<file path="config.mk">
export PLATFORM = sky130hd
export DESIGN_NAME = seq_detector_multi
export DESIGN_NICKNAME = d
export VERILOG_FILES = /design/src/rtl/seq_det_pkg.sv /design/src/rtl/seq_det_match.sv /design/src/rtl/seq_detector_multi.sv
export SDC_FILE = /design/constraint.sdc
export NUM_CORES = 1
export LEC_CHECK = 0
export CAP_MARGIN = 40
export CORE_MARGIN = 2
export CORE_UTILIZATION = 68
export DETAILED_ROUTE_END_ITERATION = 7
export DONT_BUFFER_PORTS = 1
export HOLD_SLACK_MARGIN = 0.06
export PLACE_DENSITY = 0.95
export SYNTH_ARGS = -nofsm -noshare
export SYNTH_HDL_FRONTEND = slang
export SYNTH_HIERARCHICAL = 1
export SYNTH_SLANG_ARGS = --single-unit
export TNS_END_PERCENT = 5
</file>
<file path="constraint.sdc">
create_clock -name clk -period 4.3 [get_ports clk]
set_input_delay 0.645 -clock clk [delete_from_list [all_inputs] [get_ports clk]]
set_output_delay 0.645 -clock clk [all_outputs]
set_load 0.05 [all_outputs]
</file>
<file path="src/rtl/seq_det_pkg.sv">
// Shared definitions for the multi-pattern serial sequence detector:
// FSM state encoding and default sizing.
package seq_det_pkg;

    localparam int DEF_W     = 8;
    localparam int DEF_N     = 4;
    localparam int DEF_CNT_W = 8;

    typedef enum logic [1:0] {
        ST_IDLE   = 2'd0,
        ST_FILL   = 2'd1,
        ST_SEARCH = 2'd2
    } state_t;

endpackage

</file>
<file path="src/rtl/seq_det_match.sv">
// Single pattern slot comparator: hit when enabled and every cared-about bit
// of the window equals the stored pattern.
module seq_det_match
    import seq_det_pkg::*;
#(
    parameter int W = DEF_W
) (
    input  logic [W-1:0] window,
    input  logic [W-1:0] pattern,
    input  logic [W-1:0] mask,
    input  logic         en,
    output logic         hit
);

    assign hit = en && (((window ^ pattern) & mask) == '0);

endmodule

</file>
<file path="src/rtl/seq_detector_multi.sv">
// Serial bit-stream detector matching N programmable W-bit patterns.
// Define SEQ_DET_MASK_EN to add a per-slot don't-care mask (cfg_mask).
module seq_detector_multi
    import seq_det_pkg::*;
#(
    parameter int  W     = DEF_W,
    parameter int  N     = DEF_N,
    parameter int  CNT_W = DEF_CNT_W,
    localparam int IW    = (N > 1) ? $clog2(N) : 1
) (
    input  logic             clk,
    input  logic             rst_n,
    input  logic             cfg_we,
    input  logic [IW-1:0]    cfg_idx,
    input  logic [W-1:0]     cfg_pattern,
    input  logic             cfg_en,
`ifdef SEQ_DET_MASK_EN
    input  logic [W-1:0]     cfg_mask,
`endif
    input  logic             start,
    input  logic             stop,
    input  logic             overlap,
    input  logic             bit_valid,
    input  logic             bit_in,
    output logic             busy,
    output logic             found,
    output logic [N-1:0]     found_vec,
    output logic [IW-1:0]    found_id,
    output logic [CNT_W-1:0] match_count
);

    localparam int FW = $clog2(W + 1);

    state_t         state;
    logic [W-1:0]   window;
    logic [W-1:0]   next_window;
    logic [FW-1:0]  fill_cnt;
    logic [W-1:0]   pat_mem [N];
    logic [N-1:0]   en_mem;
`ifdef SEQ_DET_MASK_EN
    logic [W-1:0]   mask_mem [N];
`endif
    logic [N-1:0]   hit_vec;
    logic [IW-1:0]  low_id;
    logic           accept;
    logic           eval;
    logic           event_hit;

    function automatic logic [CNT_W-1:0] sat_inc(input logic [CNT_W-1:0] v);
        return (&v) ? v : v + CNT_W'(1);
    endfunction

    assign next_window = {window[W-2:0], bit_in};
    assign accept      = bit_valid && (state != ST_IDLE);
    // Compare only once the bit being accepted completes a full window.
    assign eval        = accept && ((state == ST_SEARCH) || (fill_cnt == FW'(W - 1)));
    assign event_hit   = eval && (hit_vec != '0);
    assign busy        = (state != ST_IDLE);

    for (genvar k = 0; k < N; k++) begin : g_slot
        seq_det_match #(.W(W)) u_match (
            .window  (next_window),
            .pattern (pat_mem[k]),
`ifdef SEQ_DET_MASK_EN
            .mask    (mask_mem[k]),
`else
            .mask    ({W{1'b1}}),
`endif
            .en      (en_mem[k]),
            .hit     (hit_vec[k])
        );
    end

    always_comb begin
        low_id = '0;
        for (int k = N - 1; k >= 0; k--) begin
            if (hit_vec[k]) low_id = IW'(k);
        end
    end

    always_ff @(posedge clk) begin
        if (!rst_n) begin
            state       <= ST_IDLE;
            window      <= '0;
            fill_cnt    <= '0;
            en_mem      <= '0;
            found       <= 1'b0;
            found_vec   <= '0;
            found_id    <= '0;
            match_count <= '0;
            for (int k = 0; k < N; k++) begin
                pat_mem[k]  <= '0;
`ifdef SEQ_DET_MASK_EN
                mask_mem[k] <= '0;
`endif
            end
        end else begin
            if (cfg_we && (int'(cfg_idx) < N)) begin
                pat_mem[cfg_idx]  <= cfg_pattern;
                en_mem[cfg_idx]   <= cfg_en;
`ifdef SEQ_DET_MASK_EN
                mask_mem[cfg_idx] <= cfg_mask;
`endif
            end

            found     <= 1'b0;
            found_vec <= '0;
            found_id  <= '0;

            if (start) begin
                state       <= ST_FILL;
                window      <= '0;
                fill_cnt    <= '0;
                match_count <= '0;
            end else if (stop) begin
                state <= ST_IDLE;
            end else if (accept) begin
                window <= next_window;
                if (event_hit) begin
                    found       <= 1'b1;
                    found_vec   <= hit_vec;
                    found_id    <= low_id;
                    match_count <= sat_inc(match_count);
                    // Non-overlapping mode demands W fresh bits before the next match.
                    if (!overlap) begin
                        fill_cnt <= '0;
                        state    <= ST_FILL;
                    end else begin
                        fill_cnt <= FW'(W);
                        state    <= ST_SEARCH;
                    end
                end else if (state == ST_FILL) begin
                    if (fill_cnt == FW'(W - 1)) begin
                        fill_cnt <= FW'(W);
                        state    <= ST_SEARCH;
                    end else begin
                        fill_cnt <= fill_cnt + FW'(1);
                    end
                end
            end
        end
    end

endmodule

</file>
==> run metrics, run 1 <==
slew of the pin with the lowest slew margin 0.8049 ns; postcts setup bufs 0; normalized max-slew margin 0.4564; Synth Flop Type edfxtp_1; delay of the slowest critical-path stage 0.53 ns; WHS Endpoint state[1]; HP Class primary input to flip-flop; r2r setup slk 1.34 ns; layout cell share with drive strength beyond 1 0.08605; First DRT Iteration DRCs 132; Starting Density 0.7083; RSZ-0062 raised after global routing false; CTS root buf clkbuf_8; status completed; crit path kind flip-flop to flip-flop; number of port buffers 0; first-pass GRT wire length 10610 um; I/O pin count 35; commonest non-fill, non-tap cell in the layout nor2_1; met1 usage 0.3268; final antenna-violating net count 0; Synth cell types 49; Synth area leaders edfxtp_1 (31%), dfxtp_1 (21%), xor2_1 (10%); RD Place Congestion 0.8683; Final Skew 0.008457 ns; CP Data Required Time 4.59 ns; row cnt 24; drt via density 5.861; sequential area share after synthesis 0.5157; hold path depth 1; largest area contributor in the netlist edfxtp_1; setup TNS 0 ns; final total power 1.317 mW; Period minus WS final 2.963 ns; via count 2280; Synth Cell Area 3105 um^2; Max VDD drop 0.2601 mV; Startpoint Class flip-flop; Post-route DRC 0; initial antenna violation count 0; die extent in x 71.58 um; maximum fanout along the worst path 8; Final Max Slew Viols 0; worst reg2reg startpoint window[3]; die height 71.58 um; CTS H-Tree Depth 3; Final period util 0.6891; Final Hold Viols 0; Synth top area share 0.3094; Worst Path Arrival 3.25 ns; GRT Residual Overflow 0; Clock Pin Slew Worst Setup and Hold Paths 0.07 ns; Yosys reg bits 64; CTS max path bufs 2; Syn-to-layout area delta 11.72%; crit-path cells xor2_1 > a22o_1 > a221oi_2 > and4_1 > nor4_1 > a2111oi_4 > nand2_4 > or4_1 > nand2_1; Fmax 0.3375 GHz; pwr dens 379.6 nW/um^2; ys async rst share 0; post-cts gate resize count 0; M2 GR Usage 0.4671; Routed WL 6500 um; met3 Use GR 0.08158; R2R depth 9; most frequent cells in the layout nor2_1 (44), xor2_1 (37), dfxtp_1 (32), conb_1 (32), edfxtp_1 (32); Avg Cell Area, Syn 10.42 um^2; crit end category flip-flop; grt peak-use layer met2; Post-Synthesis Cells 298; All-Layer GR Usage 0.2804; core area 4384 um^2; die footprint 5124 um^2; Slowest-stage cell, CP dfxtp_1; drt wl/cell 16.71 um; Hold Crit Start stop; Leak 1.455 nW; Crit path max-delay family simple AND/OR/NAND/NOR gates; # setup viols final 0; later-pin clock latency in the skew report 0.35 ns; RR Endpoint match_count[5]; clk sinks 64; Yosys warning count 6; largest net degree at the start of global routing 21; worst path bufs/invs 0; TritonCTS Buffers 9; final-stage net count 353; EDFF count, synth 32; total of max-cap violations 0; CTS tree done; vias in the first global route 2281; Final HPWL DP 4727 um; drt pass-1 iters 4; # diodes 0; hold_buf cts 0
-- logic make-up (layout without fill, tap and decap cells) --
| kind of cell | Yosys count | after routing | synth area share |
|---|---|---|---|
| compound gates | 36 | 36 | 0.1015 |
| xor+xnor | 37 | 37 | 0.1044 |
| fa+ha+maj | 2 | 2 | 0.008057 |
| buf+inv | 21 | 29 | 0.02578 |
| flops | 64 | 64 | 0.5157 |
| mux | 12 | 12 | 0.03868 |
| other cells | 1 | 32 | 0.001208 |
| simple gates | 125 | 125 | 0.2047 |
-- how the worst max path moves through the flow --
stage | startpoint | to | slack [ns] | depth (start not counted)
final | window[3] | match_count[5] | 1.34 | 9
after global routing | window[3] | match_count[5] | 1.22 | 9
after CTS | window[3] | match_count[5] | 1.37 | 9
after global placement | window[3] | match_count[5] | 1.55 | 9
after detailed placement | window[3] | match_count[5] | 1.39 | 9
after floorplan | pat_mem[0][4] | match_count[5] | 1.93 | 9
-- routing by layer --
metal  up-vias  part of all wire
met5         -                 0
met4         0             0.025
met3        16             0.051
met1      1095              0.41
met2        76              0.52
li1       1093                 -
-- area by class of cell --
cell class	instances	area, um^2
Fill cell	277	914.6
Clock buffer	9	123.9
Clock inverter	7	86.33
Inverter	12	45.04
Multi-Input combinational cell	244	1540
Sequential cell	64	1602
Timing Repair Buffer	1	7.507
Tap cell	52	65.06
-- registers in the layout (all words and copies together), names as in the netlist --
register     flops
pat_mem         32
found_vec        4
match_count      8
window           7
state            2
fill_cnt         4
found_id         2
found            1
en_mem           4
-- cell usage after synthesis (2+ instances only) --
cell and count:
nor3_1 4, ha_1 2, o22ai_1 2, nand2_1 28
and2_1 4, edfxtp_1 32, dfxtp_1 32, nor2_1 44
mux2i_1 12, nand3b_1 2, a221oi_2 4, xor2_1 37
a222oi_1 4, and4_1 5, clkbuf_1 7, nor2b_1 4
or4_1 2, a22o_1 4, nand2b_1 5, a21oi_1 7
o21ai_0 4, nand3_1 10, inv_1 12, and3_1 3
nor4_1 4
-- through the flow --
step | hold WS [ns] | setup WS (ns) | utilization | std cells | area, um^2
final | 0.3663 | 1.337 | 0.7914 | 389 | 3470
after global routing | 0.3555 | 1.218 | 0.7914 | 389 | 3470
after CTS | 0.3562 | 1.375 | 0.7914 | 389 | 3470
after detailed placement | 0.4753 | 1.392 | 0.7434 | 373 | 3259
after global placement | 0.4649 | 1.547 | 0.7417 | 372 | 3252
after floorplan | 0.4394 | 1.925 | - | 329 | 3222
-- report_power, final --
part	switching [mW]	internal, mW	total (mW)
clock network	0.231	0.321	0.552
registers	0.0136	0.667	0.681
logic	0.0525	0.0316	0.0841
total	0.297	1.02	1.32
(Power assumes the default switching activity.)
==> run 2: changes to the inputs <==
Settings changed: CORE_UTILIZATION 68 to 57, PLACE_DENSITY 0.95 to 0.86.
Clock period 4.3 ns to 2.4 ns, I/O delays scaled along.
==> run metrics, run 2 (synthesis gave the netlist of run 1 again) <==
number of port buffers 0 (unchanged); clk sinks 64 (unchanged); Regs by FF count pat_mem: 32 flops, match_count: 8 flops, window: 7 flops; R2R depth 10 (+1); first-pass GRT wire length 11140 um (+5.0%); HP Class primary input to flip-flop; r2r setup slk -0.12 ns (-1.46 ns); later-pin clock latency in the skew report 0.34 ns (about the same); core utilization of the finished layout 0.7131 (-0.07827); postcts setup bufs 0 (unchanged); failing checks setup timing; core area 5172 um^2 (+18%); Final HPWL DP 4792 um (+1.4%); worst path bufs/invs 1 (+1); Post-route DRC 0 (unchanged); switching share of power 0.2178 (-0.007898); Worst Path Arrival 2.80 ns (-0.45 ns); Clock power frac 0.433 (+0.014); RR Endpoint match_count[5]; status finished, violations left; row cnt 26 (+8.3%); final-stage net count 374 (+5.9%); Leak 1.582 nW (+8.7%); Final Skew 0.01220 ns (+0.003741 ns); Max VDD drop 0.4607 mV (+77%); Final Max Slew Viols 0 (unchanged); GRT Residual Overflow 0 (unchanged); Biggest register pat_mem; Hold Crit Start stop; die height 77.81 um (+8.7%); Clock Pin Slew Worst Setup and Hold Paths 0.07 ns (about the same); final setup margin -0.1226 ns (-1.459 ns); Pint 1.897 mW (+86%); Final Hold Viols 0 (unchanged); Fmax 0.3964 GHz (+17%); crit-path cells xor2_1 > a22o_1 > a221oi_2 > and4_1 > buf_4 > nor4_2 > a2111oi_4 > nand2_4 > or4_1 > nand2_1; pwr dens 657.4 nW/um^2 (+73%); Final period util 1.051 (+0.3620); Reg power frac 0.504 (-0.013); Psw 0.5280 mW (+78%); hold path depth 1 (unchanged); layout cell share with drive strength beyond 1 0.1592 (+0.07316); Multi-input gate area 1558 um^2 (+1.1%); Routed WL 6448 um (-0.80%); crit end category flip-flop; Startpoint Class flip-flop; Starting Density 0.6004 (-0.1079); Slowest-stage cell, CP or4_1; die footprint 6054 um^2 (+18%); CTS H-Tree Depth 3 (unchanged); CP Data Required Time 2.68 ns (-1.91 ns); RSZ-0062 raised after global routing true; # setup viols final 9 (+9); maximum fanout along the worst path 5 (-3); slew of the pin with the lowest slew margin 0.6006 ns (-0.2042 ns); All-Layer GR Usage 0.2402 (-0.04020); normalized max-slew margin 0.5990 (+0.1426); RD Place Congestion 0.9050 (+4.2%); I/O pin count 35 (unchanged); total of max-cap violations 0 (unchanged); hold_ws 0.09027 ns (-0.2760 ns); CTS tree done; # diodes 0 (unchanged); die extent in x 77.81 um (+8.7%); drt pass-1 iters 5 (+1); Crit path max-delay family simple AND/OR/NAND/NOR gates; delay of the slowest critical-path stage 0.47 ns (-0.06 ns); final antenna-violating net count 0 (unchanged); WHS Endpoint state[1]; crit path kind flip-flop to flip-flop; CTS root buf clkbuf_8; Period minus WS final 2.523 ns (-0.4406 ns); via count 2315 (+1.5%); worst reg2reg startpoint pat_mem[3][4]; Largest register FFs 32 (unchanged); drt via density 5.409 (-7.7%); Syn-to-layout area delta 18.78%; worst slack at placement -0.2449 ns (-1.637 ns); # fillers 363 (+31%); TritonCTS Buffers 9 (unchanged); CTS max path bufs 2 (unchanged); commonest non-fill, non-tap cell in the layout nor2_1; vias in the first global route 2348 (+2.9%); Sequential cell area 1609 um^2 (+0.47%); First DRT Iteration DRCs 160 (+21%); drt wl/cell 15.07 um (-9.8%); largest net degree at the start of global routing 15 (-29%); Gate power share 0.063 (about the same); initial antenna violation count 0 (unchanged); most frequent cells in the layout nor2_1 (44), xor2_1 (37), conb_1 (32), edfxtp_1 (32), nand2_1 (28)
-- run 2: worst register-to-register path, stage by stage (launching register included) --
cell and delay [ns]:
edfxtp_1 0.38, xor2_1 0.18, a22o_1 0.26, a221oi_2 0.26, and4_1 0.27, buf_4 0.14, nor4_2 0.05, a2111oi_4 0.32
nand2_4 0.07, or4_1 0.47, nand2_1 0.07
-- run 2: cell type report --
type	count	share of cell area
Clock buffer	13	0.04308
Clock inverter	3	0.01764
Inverter	12	0.01221
Multi-Input combinational cell	244	0.4223
Sequential cell	64	0.4362
Tap cell	70	0.02374
Timing Repair Buffer	22	0.04478
-- run 2: per-stage QoR --
step                      total power, mW  instances  TNS [ns]  cell area (um^2)
after floorplan                     1.360        329         0              3222
after global placement              1.387        412   -0.2872              3440
after global routing                2.504        428    -2.309              3689
final                               2.425        428   -0.5040              3689
after detailed placement            1.396        412    -1.642              3440
after CTS                           2.433        428   -0.6380              3682
-- run 2: worst max-delay path by stage --
stage	start	cells past startpoint	slack, ns	endpoint
global route	pat_mem[3][4]	11	-0.23	match_count[4]
CTS	pat_mem[3][4]	10	-0.14	match_count[5]
global placement	window[3]	10	-0.1	match_count[5]
finish	pat_mem[3][4]	10	-0.12	match_count[5]
detailed placement	window[3]	9	-0.24	found_id[1]
floorplan	pat_mem[0][4]	9	0.03	match_count[5]
-- run 2: power groups by stage --
stage | clock network, mW | logic [mW] | registers [mW]
4_1_cts | 1.06 | 0.151 | 1.22
2_1_floorplan | 0 | 0.125 | 1.24
3_3_place_gp | 0 | 0.142 | 1.24
5_1_grt | 1.11 | 0.171 | 1.23
3_5_place_dp | 0 | 0.149 | 1.25
6_report | 1.05 | 0.152 | 1.22
-- run 2: what timing repair did --
| item | CTS | global route |
|---|---|---|
| resized for setup | 5 | 5 |
| pin swaps | 0 | 0 |
| hold endpoints to repair | 0 | 0 |
| endpoints found under the setup margin | 17 | 18 |
| hold buffers | 0 | 0 |
-- run 2: routing by layer --
| layer | vias to the layer above | share of wire | GRT usage |
|---|---|---|---|
| met5 | - | 0 | 0 |
| met4 | 0 | 0.029 | 0.1196 |
| met3 | 15 | 0.055 | 0.05930 |
| met2 | 70 | 0.49 | 0.3905 |
| met1 | 1089 | 0.43 | 0.2975 |
| li1 | 1141 | - | - |
==> run 3: changes to the inputs <==
Settings changed: CAP_MARGIN 40 to unset, CORE_UTILIZATION 57 to 50, DONT_BUFFER_PORTS 1 to unset.
==> run metrics, run 3 (synthesis gave the netlist of run 1 again) <==
Max VDD drop 0.5052 mV (+9.7%); I/O pin count 35 (unchanged); Final HPWL DP 4969 um (+3.7%); normalized max-slew margin 0.6570 (+0.05801); Routed WL 7173 um (+11%); # fillers 443 (+22%); hold path depth 2 (+1); CP Launch Point pat_mem[3][4]; maximum fanout along the worst path 3 (-2); RD Place Congestion 0.8763 (-3.2%); First DRT Iteration DRCs 212 (+33%); drt pass-1 iters 4 (-1); die height 82.81 um (+6.4%); GRT Residual Overflow 0 (unchanged); hold_buf cts 0 (unchanged); layout cell share with drive strength beyond 1 0.1738 (+0.01459); Period minus WS final 2.456 ns (-0.06643 ns); Largest register FFs 32 (unchanged); TritonCTS Buffers 9 (unchanged); final-stage net count 413 (+10%); CTS root buf clkbuf_8; All-Layer GR Usage 0.2074 (-0.03277); Biggest register pat_mem; Multi-input gate area 1607 um^2 (+3.1%); core area 5956 um^2 (+15%); R2R depth 12 (+2); Startpoint Class flip-flop; row cnt 28 (+7.7%); CTS H-Tree Depth 3 (unchanged); total of max-cap violations 0 (unchanged); CTS tree done; Syn-to-layout area delta 31.14%; post-route cell area 4073 um^2 (+10%); Regs by FF count pat_mem: 32 flops, match_count: 8 flops, window: 7 flops; final total power 2.209 mW (-8.9%); worst reg2reg startpoint pat_mem[3][4]; largest net degree at the start of global routing 12 (-3); Starting Density 0.5214 (-0.07896); CP Data Required Time 2.62 ns (-0.06 ns); Final Max Slew Viols 0 (unchanged); Leak 1.700 nW (+7.4%); Slowest-stage cell, CP edfxtp_1; crit end category flip-flop; initial antenna violation count 0 (unchanged); pwr dens 542.5 nW/um^2 (-17%); Hold Crit Start en_mem[0]; via count 2461 (+6.3%); clk sinks 64 (unchanged); # setup viols final 2 (-7); # diodes 0 (unchanged); critical path depth in cells 12 (+2); cell mode on critical path buf_4; crit path kind flip-flop to flip-flop; Clock Pin Slew Worst Setup and Hold Paths 0.07 ns (about the same); worst slack at placement -0.2976 ns (-0.05273 ns); later-pin clock latency in the skew report 0.34 ns (about the same); delay of the slowest critical-path stage 0.39 ns (-0.08 ns); commonest non-fill, non-tap cell in the layout nor2_1; die extent in x 82.81 um (+6.4%); Fmax 0.4071 GHz (+2.7%); RSZ-0062 raised after global routing true; worst path bufs/invs 3 (+2); drt wl/cell 15.20 um (+0.87%); Final Skew 0.009477 ns (-0.002721 ns); final setup margin -0.05613 ns (+0.06643 ns); first-pass GRT wire length 11380 um (+2.2%); final antenna-violating net count 0 (unchanged); crit-path cells xor2_1 > a22o_1 > a221oi_2 > and4_1 > buf_4 > o41ai_1 > buf_4 > buf_4 > a211oi_1 > o22ai_1 > mux2i_1 > nor3_1; slew of the pin with the lowest slew margin 0.5128 ns (-0.08780 ns); placed cell area 3786 um^2 (+10%); failing checks setup timing; most frequent cells in the layout nor2_1 (44), xor2_1 (37), clkdlybuf4s50_1 (33), conb_1 (32), edfxtp_1 (32); CTS max path bufs 2 (unchanged); die footprint 6858 um^2 (+13%); status finished, violations left; vias in the first global route 2419 (+3.0%); Post-route DRC 0 (unchanged); HP Class flip-flop to flip-flop; Final Hold Viols 0 (unchanged); drt via density 5.214 (-3.6%); Worst Path Arrival 2.67 ns (-0.13 ns); number of port buffers 34 (+34); Final period util 1.023 (-0.02768); Crit path max-delay family compound AO/OA/AOI/OAI gates; Sequential cell area 1615 um^2 (+0.39%); hold_ws 0.4928 ns (+0.4025 ns)
run 3: worst paths after layout:
path	endpoint	slack [ns]
min	en_mem[0]	0.49
min reg2reg	en_mem[0]	0.49
max reg2reg	fill_cnt[3]	-0.06
max	fill_cnt[3]	-0.06
run 3: repair_timing:
item | 4_1_cts | 5_1_grt
resized for setup | 13 | 11
endpoints found under the hold margin | 0 | 0
buffers inserted | 5 | 1
pin swaps | 11 | 5
setup endpoints to repair | 16 | 18
run 3: area by class of cell:
class | count | area share
clock buffer | 9 | 0.03041
clock inverter | 7 | 0.009524
inverter | 12 | 0.01106
multi-input combinational | 244 | 0.3945
sequential | 64 | 0.3966
tap | 75 | 0.02304
timing repair buffer | 61 | 0.1349
run 3: layer usage:
| layer | wire, um | global-route usage | vias to the layer above |
|---|---|---|---|
| met3 | 326 | 0.05467 | 2 |
| met5 | 0 | 0 | - |
| li1 | - | - | 1219 |
| met1 | 2846 | 0.2443 | 1166 |
| met2 | 3985 | 0.3798 | 74 |
| met4 | 15 | 0.04173 | 0 |
run 3: per-stage QoR:
| step | util | instances | TNS [ns] |
|---|---|---|---|
| after floorplan | - | 329 | 0 |
| after global placement | 0.6357 | 451 | -2.823 |
| after detailed placement | 0.6357 | 451 | -4.416 |
| after CTS | 0.6754 | 471 | -0.09234 |
| after global routing | 0.6838 | 472 | -0.7211 |
| final | 0.6838 | 472 | -0.05661 |
run 3: power breakdown:
part / total, mW / internal, mW / switching, mW
clock: 0.786 / 0.362 / 0.424
combinational: 0.206 / 0.0920 / 0.114
sequential: 1.22 / 1.19 / 0.0242
run 3: tightest hold or removal path: cells and delay by family (launching register included):
family          cells  cell delay (ns)
simple gates        1             0.05
compound gates      1             0.06
flops               1             0.33
